**src/rtl/g15_serial_pkg.sv**
```systemverilog
// Shared types for the serial accumulator: op encoding, FSM states, default word length.
package g15_serial_pkg;

  typedef enum logic [1:0] {
    OP_NOP  = 2'd0,
    OP_LOAD = 2'd1,
    OP_ADD  = 2'd2,
    OP_SUB  = 2'd3
  } op_e;

  typedef enum logic [1:0] {
    ST_IDLE  = 2'd0,
    ST_ARMED = 2'd1,
    ST_RUN   = 2'd2
  } state_e;

  localparam int WORD_BITS_DEF = 29;

endpackage

```
**src/rtl/serial_acc_if.sv**
```systemverilog
// Control/data bundle between a sequencer (master) and the serial accumulator (slave).
interface serial_acc_if;
  import g15_serial_pkg::*;

  logic bit_en;
  logic T0;
  logic start;
  op_e  op;
  logic din;
  logic clr_ovf;
  logic dout;
  logic busy;
  logic done;
  logic ovf;

`ifdef G15_DOUBLE_PREC_EN
  logic dp;

  modport master (output bit_en, T0, start, op, din, clr_ovf, dp,
                  input  dout, busy, done, ovf);
  modport slave  (input  bit_en, T0, start, op, din, clr_ovf, dp,
                  output dout, busy, done, ovf);
`else
  modport master (output bit_en, T0, start, op, din, clr_ovf,
                  input  dout, busy, done, ovf);
  modport slave  (input  bit_en, T0, start, op, din, clr_ovf,
                  output dout, busy, done, ovf);
`endif

endinterface

```
**src/rtl/serial_adder_bit.sv**
```systemverilog
// One bit-slice of the serial adder/subtractor; purely combinational, no flow control.
module serial_adder_bit (
  input  logic i_a,
  input  logic i_b,
  input  logic i_cin,
  input  logic i_sub,
  output logic o_sum,
  output logic o_cout
);

  logic w_b;

  assign w_b    = i_b ^ i_sub;
  assign o_sum  = i_a ^ w_b ^ i_cin;
  assign o_cout = (i_a & w_b) | (i_a & i_cin) | (w_b & i_cin);

endmodule

```
**src/rtl/serial_acc.sv**
```systemverilog
// Bit-serial accumulator (NOP/LOAD/ADD/SUB), one bit per bit_en, done one clock after the last bit;
// no backpressure, start ignored while busy. G15_DOUBLE_PREC_EN adds the dp double-word mode.
module serial_acc
  import g15_serial_pkg::*;
#(
  parameter int WORD_BITS = WORD_BITS_DEF
) (
  input  logic        CLOCK,
  input  logic        rst_n,
  serial_acc_if.slave bus
);

`ifdef G15_DOUBLE_PREC_EN
  localparam int ACC_W = 2 * WORD_BITS;
`else
  localparam int ACC_W = WORD_BITS;
`endif
  localparam int CNT_W = $clog2(ACC_W);

  state_e           r_state;
  state_e           w_state_nxt;
  op_e              r_op;
  logic [ACC_W-1:0] r_acc;
  logic [CNT_W-1:0] r_cnt;
  logic [CNT_W-1:0] w_last_idx;
  logic             r_carry;
  logic             r_done;
  logic             r_ovf;
  logic             w_step;
  logic             w_latch;
  logic             w_finish;
  logic             w_last;
  logic             w_arith;
  logic             w_sub;
  logic             w_cin;
  logic             w_sum;
  logic             w_cout;
  logic             w_res;
  logic             w_ovf_set;

`ifdef G15_DOUBLE_PREC_EN
  logic             r_dp;
  assign w_last_idx = r_dp ? CNT_W'(ACC_W - 1) : CNT_W'(WORD_BITS - 1);
`else
  assign w_last_idx = CNT_W'(WORD_BITS - 1);
`endif

  // T0 only matters while ARMED; once running every bit_en is a bit-time.
  assign w_step  = bus.bit_en &&
                   ((r_state == ST_RUN) || ((r_state == ST_ARMED) && bus.T0));
  assign w_last  = (r_cnt == w_last_idx);
  assign w_arith = (r_op == OP_ADD) || (r_op == OP_SUB);
  assign w_sub   = (r_op == OP_SUB);
  assign w_cin   = (r_state == ST_ARMED) ? w_sub : r_carry;

  serial_adder_bit u_add (
    .i_a    (r_acc[0]),
    .i_b    (bus.din),
    .i_cin  (w_cin),
    .i_sub  (w_sub),
    .o_sum  (w_sum),
    .o_cout (w_cout)
  );

  always_comb begin
    w_res = r_acc[0];
    case (r_op)
      OP_LOAD:        w_res = bus.din;
      OP_ADD, OP_SUB: w_res = w_sum;
      default:        w_res = r_acc[0];
    endcase
  end

  // Signed overflow: carry into the MSB differs from carry out of it.
  assign w_ovf_set = w_finish && w_arith && (w_cin ^ w_cout);

  always_comb begin
    w_state_nxt = r_state;
    w_latch     = 1'b0;
    w_finish    = 1'b0;
    case (r_state)
      ST_IDLE: begin
        if (bus.start) begin
          w_state_nxt = ST_ARMED;
          w_latch     = 1'b1;
        end
      end
      ST_ARMED: begin
        if (w_step) w_state_nxt = ST_RUN;
      end
      ST_RUN: begin
        if (w_step && w_last) begin
          w_state_nxt = ST_IDLE;
          w_finish    = 1'b1;
        end
      end
      default: w_state_nxt = ST_IDLE;
    endcase
  end

  always_ff @(posedge CLOCK or negedge rst_n) begin
    if (!rst_n) r_state <= ST_IDLE;
    else        r_state <= w_state_nxt;
  end

  always_ff @(posedge CLOCK or negedge rst_n) begin
    if (!rst_n) begin
      r_op    <= OP_NOP;
      r_acc   <= '0;
      r_cnt   <= '0;
      r_carry <= 1'b0;
      r_done  <= 1'b0;
      r_ovf   <= 1'b0;
`ifdef G15_DOUBLE_PREC_EN
      r_dp    <= 1'b0;
`endif
    end else begin
      r_done <= w_finish;
      if (w_latch) begin
        r_op <= bus.op;
`ifdef G15_DOUBLE_PREC_EN
        r_dp <= bus.dp;
`endif
      end
      if (w_step) begin
`ifdef G15_DOUBLE_PREC_EN
        if (r_dp) r_acc <= {w_res, r_acc[ACC_W-1:1]};
        else      r_acc[WORD_BITS-1:0] <= {w_res, r_acc[WORD_BITS-1:1]};
`else
        r_acc <= {w_res, r_acc[ACC_W-1:1]};
`endif
        if (w_arith) r_carry <= w_cout;
        r_cnt <= w_finish ? '0 : r_cnt + 1'b1;
      end
      if (w_ovf_set)        r_ovf <= 1'b1;
      else if (bus.clr_ovf) r_ovf <= 1'b0;
    end
  end

  assign bus.dout = r_acc[0];
  assign bus.busy = (r_state != ST_IDLE);
  assign bus.done = r_done;
  assign bus.ovf  = r_ovf;

endmodule

```
**src/flat_wrapper.sv**
```systemverilog
// flat-port wrapper written by rule: the top's interface ports become plain ports
module serial_acc_flat import g15_serial_pkg::*;
#(
  parameter int WORD_BITS = WORD_BITS_DEF
)
  (CLOCK, rst_n, bus_bit_en, bus_T0, bus_start, bus_op, bus_din, bus_clr_ovf, bus_dout, bus_busy, bus_done, bus_ovf);
  serial_acc_if bus_i ();
  input  logic CLOCK;
  input  logic rst_n;
  input wire logic [$bits(bus_i.bit_en)-1:0] bus_bit_en;
  input wire logic [$bits(bus_i.T0)-1:0] bus_T0;
  input wire logic [$bits(bus_i.start)-1:0] bus_start;
  input wire logic [$bits(bus_i.op)-1:0] bus_op;
  input wire logic [$bits(bus_i.din)-1:0] bus_din;
  input wire logic [$bits(bus_i.clr_ovf)-1:0] bus_clr_ovf;
  output wire logic [$bits(bus_i.dout)-1:0] bus_dout;
  output wire logic [$bits(bus_i.busy)-1:0] bus_busy;
  output wire logic [$bits(bus_i.done)-1:0] bus_done;
  output wire logic [$bits(bus_i.ovf)-1:0] bus_ovf;
  assign bus_i.bit_en = bus_bit_en;
  assign bus_i.T0 = bus_T0;
  assign bus_i.start = bus_start;
  assign bus_i.op = bus_op;
  assign bus_i.din = bus_din;
  assign bus_i.clr_ovf = bus_clr_ovf;
  assign bus_dout = bus_i.dout;
  assign bus_busy = bus_i.busy;
  assign bus_done = bus_i.done;
  assign bus_ovf = bus_i.ovf;
  serial_acc #(.WORD_BITS(WORD_BITS)) u_core (.CLOCK(CLOCK), .rst_n(rst_n), .bus(bus_i));
endmodule
```
**config.mk**
```make
export PLATFORM = sky130hd
export DESIGN_NAME = serial_acc_flat
export DESIGN_NICKNAME = d
export VERILOG_FILES = /design/src/rtl/g15_serial_pkg.sv /design/src/rtl/serial_acc_if.sv /design/src/rtl/serial_adder_bit.sv /design/src/rtl/serial_acc.sv /design/src/flat_wrapper.sv
export SDC_FILE = /design/constraint.sdc
export NUM_CORES = 1
export LEC_CHECK = 0
export CORE_UTILIZATION = 54
export CTS_CLUSTER_DIAMETER = 50
export CTS_CLUSTER_SIZE = 24
export DETAILED_ROUTE_END_ITERATION = 10
export PLACE_DENSITY = 0.84
export SYNTH_ARGS = -nofsm -noshare
export SYNTH_HDL_FRONTEND = slang
export SYNTH_SLANG_ARGS = --single-unit
```
**constraint.sdc**
```tcl
create_clock -name CLOCK -period 2.5 [get_ports CLOCK]
set_input_delay 0.5 -clock CLOCK [delete_from_list [all_inputs] [get_ports CLOCK]]
set_output_delay 0.5 -clock CLOCK [all_outputs]
set_load 0.05 [all_outputs]
```
# ---- Yosys cells after proc, flatten, opt, wreduce, memory -nomap -nowiden
# Cells that the tools add are included.
dict set report word_totals {
  output_inout_bits 4
  elab_cells 52
  input_bits 9
  reg_bits 41
}
dict set report op_classes {
  muxes 13
  add_sub_neg 1
  n_bitwise 9
  n_reduce_logical 13
  eq_ne 9
}
# op n
set op_table {}
lappend op_table {{1-bit two-way mux} 7}
lappend op_table {{2-bit == test (second input constant)} 3}
lappend op_table {{2-bit two-way mux} 3}
lappend op_table {{2-bit one-hot mux with 3 select lines} 1}
lappend op_table {{5-bit by 1-bit adder with 5-bit output (second input constant)} 1}
lappend op_table {{5-bit == test (second input constant)} 1}
lappend op_table {{1-bit logical AND} 5}
lappend op_table {{5-bit two-way mux} 1}
lappend op_table {{2-bit by 1-bit == test with 1-bit output (second input constant)} 2}
lappend op_table {{2-bit != test (second input constant)} 2}
lappend op_table {{2-bit nonzero test} 2}
lappend op_table {{1-bit XOR} 4}
lappend op_table {{1-bit bitwise AND} 3}
lappend op_table {{3-bit AND reduction} 1}
lappend op_table {{2-bit logical NOT} 1}
lappend op_table {{1-bit logical OR} 2}
lappend op_table {{2-bit by 1-bit != test with 1-bit output (second input constant)} 1}
lappend op_table {{1-bit bitwise OR} 2}
lappend op_table {{1-bit one-hot mux with 2 select lines} 1}
lappend op_table {{2-bit AND reduction} 1}
lappend op_table {{2-bit OR reduction} 1}

# ---- Longest topological paths before layout
# Gate-level depths: netlist of the first run.
dict set report logic_depth {
  word_depth 10
  ltp_mapped 7
  depth_no_buf 6
}

# ---- By module
# A second synthesis of the first run with hierarchy kept.
dict set report hier_totals {
  cells_unflattened 189
  area_unflattened_um2 1739.2
}
# mod cells_each seq_area_each_um2 n_inst area_each_um2
set modules_own_cells {}
lappend modules_own_cells {serial_acc 183 1026.0 1 1695.4}
lappend modules_own_cells {serial_adder_bit 6 0.0 1 43.8}

# ---- Least setup slack after synthesis of the first run
# OpenSTA, ideal clock, no wires.
dict set report synth_timing {
  path_kind {register to register}
  from {reg u_core.r_state[0]}
  to {reg u_core.r_ovf (netlist: u_core.bus.ovf)}
  required_ns 2.378
  path_buffers 1
  setup_time_ns 0.122
  path_stages_with_launch 7
  path_slack_ns 0.655
  period_less_slack_ns 1.845
  t_arrival_ns 1.723
  cell_sequence {dfrtp_1 -> buf_4 -> nor2b_1 -> mux2_2 -> fa_1 -> xor2_1 -> a32o_1}
}
dict set report synth_between {
  elab_chain_len 10
  elab_cells_between_ends 18
  cone_classes {eq/ne (2); mux (4); bitwise (5); reduce/logical (7)}
}
# element line_no
set synth_rtl {}
lappend synth_rtl {{start: declaration} serial_acc.sv:20} ;# state_e r_state;
lappend synth_rtl {{start signal: assignment} serial_acc.sv:103} ;# else r_state <= w_state_nxt;
lappend synth_rtl {{2-bit by 1-bit == test with 1-bit output} {serial_acc.sv:50, serial_acc.sv:54}}
lappend synth_rtl {{1-bit logical AND} serial_acc.sv:50} ;# ((r_state == ST_RUN) || ((r_state == ST_ARMED) && bus.T0));
lappend synth_rtl {{1-bit logical OR} serial_acc.sv:50}
lappend synth_rtl {{1-bit logical AND} serial_acc.sv:49} ;# assign w_step = bus.bit_en &&
lappend synth_rtl {{1-bit logical AND} serial_acc.sv:92} ;# if (w_step && w_last) begin
lappend synth_rtl {{1-bit two-way mux} serial_acc.sv:92}
lappend synth_rtl {{1-bit two-way mux} serial_acc.sv:81} ;# case (r_state)
lappend synth_rtl {{1-bit logical AND} serial_acc.sv:75} ;# assign w_ovf_set = w_finish && w_arith && (w_cin ^ w_cout);
lappend synth_rtl {{1-bit logical AND (*)} serial_acc.sv:75}
lappend synth_rtl {{1-bit two-way mux / 2-bit nonzero test (equally long branches)} --}
lappend synth_rtl {{end signal: assignment} serial_acc.sv:113} ;# r_ovf <= 1'b0;
lappend synth_rtl {{end signal: assignment} serial_acc.sv:135} ;# if (w_ovf_set) r_ovf <= 1'b1;
lappend synth_rtl {{end signal: assignment} serial_acc.sv:136} ;# else if (bus.clr_ovf) r_ovf <= 1'b0;
lappend synth_rtl {{end: declaration} serial_acc.sv:28} ;# logic r_ovf;
# Mark *: on every way between the ends. The rest lies on a longest branch, timed or not.
# A chain may end at the register's enable or synchronous reset.

# ---- Worst setup path in the final report of the first run
dict set report layout_timing {
  from {reg u_core.r_state[0]}
  to {out bus_busy}
}
dict set report layout_between {
  elab_chain_len 1
}
# element line_no
set layout_rtl {}
lappend layout_rtl {{2-bit nonzero test} serial_acc.sv:141} ;# assign bus.busy = (r_state != ST_IDLE);
lappend layout_rtl {{end: declaration} flat_wrapper.sv:17} ;# output wire logic [$bits(bus_i.busy)-1:0] bus_busy;
# Every way passes these cells.

==> results of run 1 <==
==> routing by layer <==
| metal | global-route usage, % | vias up | share of wire (%) |
|---|---|---|---|
| met5 | 0 | - | 0 |
| met4 | 8.16 | 0 | 0.80 |
| met3 | 5.68 | 2 | 3.1 |
| met2 | 32.1 | 24 | 49 |
| met1 | 26.0 | 620 | 47 |
| li1 | - | 638 | - |
==> final timing paths <==
path / start / to
max: u_core.r_state[0] / bus_busy
min: rst_n / u_core.r_op[1]
max reg2reg: u_core.r_state[0] / u_core.bus.ovf
min reg2reg: u_core.r_acc[24] / u_core.r_acc[23]
max in group asynchronous: rst_n / u_core.r_acc[17]
min in group CLOCK: u_core.r_acc[24] / u_core.r_acc[23]
==> worst reg2reg max path: cells and delay by family, from the launching register on <==
family,cells,cell delay (ns)
compound gates,1,0.26
xor+xnor,1,0.18
fa+ha+maj,1,0.41
flops,1,0.50
mux,1,0.38
simple gates,1,0.19
==> cell families (layout without fill, tap and decap cells) <==
family / count (synthesis) / count (layout) / synth area share, %
AND/OR/NAND/NOR: 108 / 108 / 24.6
adder cells (fa/ha/maj): 3 / 3 / 2.55
multiplexers: 5 / 5 / 3.05
buffers and inverters: 14 / 28 / 3.90
XOR/XNOR: 2 / 2 / 0.992
flip-flops: 41 / 41 / 58.1
AO/OA/AOI/OAI: 19 / 19 / 6.80
==> final cells by class <==
class                      count  area (µm²)
clock inverter                 3        65.1
fill                         255        1050
clock buffer                   5        37.5
timing repair buffer          14         143
inverter                       6        22.5
tap                           44        55.1
sequential                    41        1030
multi-input combinational    137         674
==> synthesized netlist by cell type (2+ instances only) <==
cell	count	area share, %
mux2i_1	2	1.1
nand3_1	2	0.57
buf_2	4	1.1
nand2_1	95	20
inv_1	5	1.1
mux2_1	2	1.3
clkbuf_1	2	0.43
xor2_1	2	0.99
o21ai_1	5	1.4
a21oi_1	3	0.85
nor2b_1	2	0.71
ha_1	2	1.4
dfrtp_1	41	58
nor2_1	3	0.64
o21ai_0	3	0.85
==> power breakdown <==
part / internal [µW] / switching (µW)
Sequential: 820 / 146
Clock: 310 / 207
Combinational: 249 / 355
Total: 1380 / 708
==> stage by stage <==
step	instances	instance area (µm²)	total power, µW	utilization, %
after floorplan	192	1770	1410	-
after global routing	250	2020	2250	65.7
final	250	2020	2090	65.7
after detailed placement	242	1920	1580	62.4
after CTS	250	2020	2100	65.7
after global placement	242	1920	1540	62.4
==> sequential cells by signal, summed over array words and instances (netlist names) <==
name and count:
u_core.r_op 2, u_core.bus.done 1, u_core.r_acc 29, u_core.r_state 2, u_core.r_carry 1, u_core.r_cnt 5
u_core.bus.ovf 1
==> flow_metrics.py, run 1 <==
metrics = {
    "run_status": {
        "status": "completed",
    },
    "timing": {
        "layout_setup_ws_ns": 0.214,
        "max-slew-margin-rel_pct": 42.2,
        "min_period_ns": 2.29,
        "period_share_pct": 91.4,
        "hold_violations": 0,
        "setup-violations-final": 0,
        "timing.hold.ws_ns": 0.262,
        "tightest_slew_ns": 0.868,
        "fmax_mhz": 438,
        "slew_viol_final": 0,
        "rsz0062_at_grt": "no",
        "tns_ns": 0,
        "worst_clock_skew_ns": 0.0120,
    },
    "setup_path": {
        "start_kind": "register",
        "cpLargestDelayFamily": "buffers and inverters",
        "critPathArrivalTime_ns": 1.79,
        "crit_type": "register to output port",
        "crit_chain": "or2_1 > clkdlybuf4s50_1",
        "slowest_delay_ns": 0.80,
        "crit_path_end_kind": "output port",
        "path_buf_inv": 1,
        "cp_max_fo": 10,
        "cp.depth": 2,
        "ff2ff_setup_slack_ns": 0.49,
        "reg2reg_depth": 5,
        "cpMaxStageDelayCell": "clkdlybuf4s50_1",
        "required_ns": 2.00,
    },
    "global_route": {
        "grt_antenna_before_repair": 0,
        "grtUsageTotal_pct": 20.2,
        "grt_max_degree": 42,
        "grt.overflow.total": 0,
        "grt_pass1_vias": 1228,
        "grt_pass1_wl_um": 5260,
    },
    "detailed_routing": {
        "drtIter0Drc": 58,
        "drcViolationCount": 0,
        "antenna_left": 0,
        "drt-pass1-iter-count": 4,
        "wirelength_um": 2990,
        "vias": 1284,
        "vias_per_cell": 5.14,
        "routedWlPerCell_um": 12.0,
    },
    "power_and_ir_drop": {
        "leakage_uw": 0.00107,
        "ir_drop_uv": 604,
        "power_density_nw_per_um2": 1030,
    },
    "cts": {
        "cts-root-buf": "clkbuf_4",
        "post_cts_resized": 0,
        "cts_buffers": 5,
        "cts_hold_buf": 0,
        "cts_buffer_depth": 2,
        "clkLatencyLatePin_ns": 0.33,
        "cts_tree": "yes",
        "htree_levels": 2,
        "post_cts_buffers": 0,
        "cts.clk_slew.worst_paths_ns": 0.12,
        "cts_sinks": 41,
    },
    "yosys": {
        "syn_avg_cell_area_um2": 9.20,
        "yosysWarnings": 0,
        "synthesis.nets": 204,
        "yosysUniqueCellTypes": 34,
        "netlist_area_um2": 1770,
        "async_flop_share_pct": 100,
        "synth_cells": 192,
        "synth-seq-cells": 41,
        "seq_area_frac_synth_pct": 58.1,
        "synth-main-ff-cell": "dfrtp_1",
        "synth_edf_count": 0,
    },
    "layout": {
        "final_common_cell": "nand2_1",
        "nNetsFinal": 217,
        "antenna_cells": 0,
        "drive_above_1_share_pct": 6.80,
        "area.growth.synth_to_final_pct": 14.6,
        "final_cell_mix": "95 x nand2_1, 41 x dfrtp_1, 11 x clkdlybuf4s50_1",
    },
    "die": {
        "die-area_um2": 3500,
        "die_y_um": 59.2,
        "chipWidth_um": 59.2,
        "io_pins": 13,
        "rows": 20,
        "core-area_um2": 3080,
        "start_util_pct": 57.4,
    },
    "placed_design": {
        "dp_hpwl_um": 1950,
        "port_buffers": 12,
        "gp_congestion": 0.782,
        "place_ws_ns": 0.366,
    },
    "hold_path": {
        "hold_path_class": "input pin to asynchronous set/reset pin",
    },
    "job": {
        "drv_cap": 0,
    },
}
Note: power is estimated with default switching activity, not from simulation.
==> run 2: changes to the inputs <==
--- a/config.mk
+++ b/config.mk
@@ -5,11 +5,11 @@
 export SDC_FILE = /design/constraint.sdc
 export NUM_CORES = 1
 export LEC_CHECK = 0
-export CORE_UTILIZATION = 54
+export CORE_UTILIZATION = 57
 export CTS_CLUSTER_DIAMETER = 50
 export CTS_CLUSTER_SIZE = 24
 export DETAILED_ROUTE_END_ITERATION = 10
-export PLACE_DENSITY = 0.84
+export PLACE_DENSITY = 0.88
 export SYNTH_ARGS = -nofsm -noshare
 export SYNTH_HDL_FRONTEND = slang
 export SYNTH_SLANG_ARGS = --single-unit
==> run 2 against run 1 <==
Compared with the run above:
- setup slack lost 0.0015 ns
- clock skew is 0.0066 ns lower
- final cell count decreased by 5.2%
- largest cell class unchanged
==> flow_metrics.py, run 2 (same netlist as run 1, synthesis figures left out) <==
metrics = {
    "timing": {
        "timing.hold.ws_ns": 0.257,
        "fmax_mhz": 437,
        "slew_viol_final": 0,
        "worst_clock_skew_ns": 0.00547,
        "rsz0062_at_grt": "no",
        "hold_violations": 0,
        "setup-violations-final": 0,
        "tns_ns": 0,
        "min_period_ns": 2.29,
        "period_share_pct": 91.5,
        "tightest_slew_ns": 0.842,
        "max-slew-margin-rel_pct": 43.8,
    },
    "placed_design": {
        "dp_hpwl_um": 1950,
        "dp.cells": 230,
        "port_buffers": 12,
        "gp_congestion": 0.753,
    },
    "global_route": {
        "grt_pass1_vias": 1213,
        "grtUsageTotal_pct": 20.5,
        "grt_antenna_before_repair": 0,
        "grt_pass1_wl_um": 5180,
        "grt_max_degree": 42,
        "grt.overflow.total": 0,
    },
    "cts": {
        "cts_sinks": 41,
        "cts_tree": "yes",
        "cts-root-buf": "clkbuf_4",
        "cts_buffer_depth": 2,
        "clkLatencyLatePin_ns": 0.33,
        "post_cts_buffers": 0,
        "cts.clk_slew.worst_paths_ns": 0.12,
        "cts_hold_buf": 0,
        "htree_levels": 2,
        "cts_buffers": 5,
        "post_cts_resized": 0,
    },
    "layout": {
        "largest_register_ffs": 29,
        "drive_above_1_share_pct": 6.31,
        "top_regs": "u_core.r_acc: 29 flops, u_core.r_cnt: 5 flops",
        "antenna_cells": 0,
        "layout.cells.non_filler": 237,
        "ff_latch_area_um2": 1030,
        "multi_input_area_um2": 671,
        "top_register": "u_core.r_acc",
        "fill_cells": 212,
        "area.growth.synth_to_final_pct": 11.5,
        "final_cell_mix": "95 x nand2_1, 41 x dfrtp_1, 11 x clkdlybuf4s50_1",
        "nNetsFinal": 218,
        "final_common_cell": "nand2_1",
    },
    "power_and_ir_drop": {
        "ir_drop_uv": 783,
        "p_seq_share_pct": 49.3,
        "switchingPower_uw": 688,
        "leakage_uw": 0.00106,
        "p_clk_share_pct": 20.8,
        "power_density_nw_per_um2": 991,
        "switching_share_pct": 35.3,
        "p_int_uw": 1260,
        "total_power_uw": 1950,
        "combPwrFrac_pct": 29.9,
    },
    "detailed_routing": {
        "vias": 1251,
        "wirelength_um": 2860,
        "drcViolationCount": 0,
        "routedWlPerCell_um": 12.0,
        "antenna_left": 0,
        "drt-pass1-iter-count": 4,
        "vias_per_cell": 5.28,
        "drtIter0Drc": 54,
    },
    "die": {
        "io_pins": 13,
        "chipWidth_um": 57.7,
        "rows": 19,
        "start_util_pct": 61.9,
        "core-area_um2": 2850,
        "die_y_um": 57.7,
        "die-area_um2": 3320,
    },
    "setup_path": {
        "crit_chain": "or2_1 > clkdlybuf4s50_1",
        "critPathArrivalTime_ns": 1.79,
        "required_ns": 2.00,
        "cp_max_fo": 10,
        "crit_type": "register to output port",
        "slowest_delay_ns": 0.80,
        "start_kind": "register",
        "crit_path_end_kind": "output port",
        "cpMaxStageDelayCell": "clkdlybuf4s50_1",
    },
    "hold_path": {
        "hold_path_class": "input pin to asynchronous set/reset pin",
    },
    "run_status": {
        "status": "completed",
    },
    "job": {
        "drv_cap": 0,
    },
}
run 2: changes by cell type in the layout (fill, tap and decap cells not counted):
cell / delta
buf_4: +2
buf_12: -1
bufinv_16: -1
o21ai_1: +1
o21ai_2: -1
run 2: final timing paths:
path                       depth (start not counted)         startpoint               end  slack [ns]
max reg2reg                                        5  u_core.r_state[0]    u_core.bus.ovf        0.48
min                                                1              rst_n  u_core.r_acc[27]        0.26
max in group asynchronous                          1              rst_n  u_core.r_acc[16]        1.71
min reg2reg                                        2   u_core.r_acc[14]  u_core.r_acc[13]        0.48
max                                                2  u_core.r_state[0]          bus_busy        0.21
min in group CLOCK                                 2   u_core.r_acc[14]  u_core.r_acc[13]        0.48
run 2: layout make-up:
class | instances | area share, %
clock inverters | 2 | 1.78
repair buffers | 15 | 6.99
inverters | 6 | 1.14
well taps | 31 | 1.97
clock buffers | 5 | 1.91
multi-input cells | 137 | 34.1
flip-flops and latches | 41 | 52.1
run 2: layer usage:
metal,vias to the layer above,wire length (µm),global-route usage (%)
li1,635,-,-
met1,593,1360,25.8
met2,21,1400,34.2
met3,2,71,4.69
met4,0,24,9.18
met5,-,0,0
run 2: metrics by stage:
stage	instance area [µm²]	setup WS (ns)	utilization, %
after floorplan	1770	0.655	-
after global placement	1900	0.421	66.4
after detailed placement	1900	0.394	66.4
after CTS	1970	0.199	69.0
after global routing	1970	0.115	69.0
final	1970	0.213	69.0
run 2: worst max-delay path: cells and delay by family, from the launching register on:
family | cells | cell delay, ns
buffers and inverters | 1 | 0.80
flip-flops | 1 | 0.50
AND/OR/NAND/NOR | 1 | 0.16
run 2: power groups by stage:
stage | combinational, µW | clock (µW) | sequential, µW
after floorplan | 485 | 0 | 924
after global placement | 551 | 0 | 958
after detailed placement | 584 | 0 | 973
after CTS | 588 | 414 | 958
after global routing | 673 | 439 | 984
final | 583 | 406 | 962
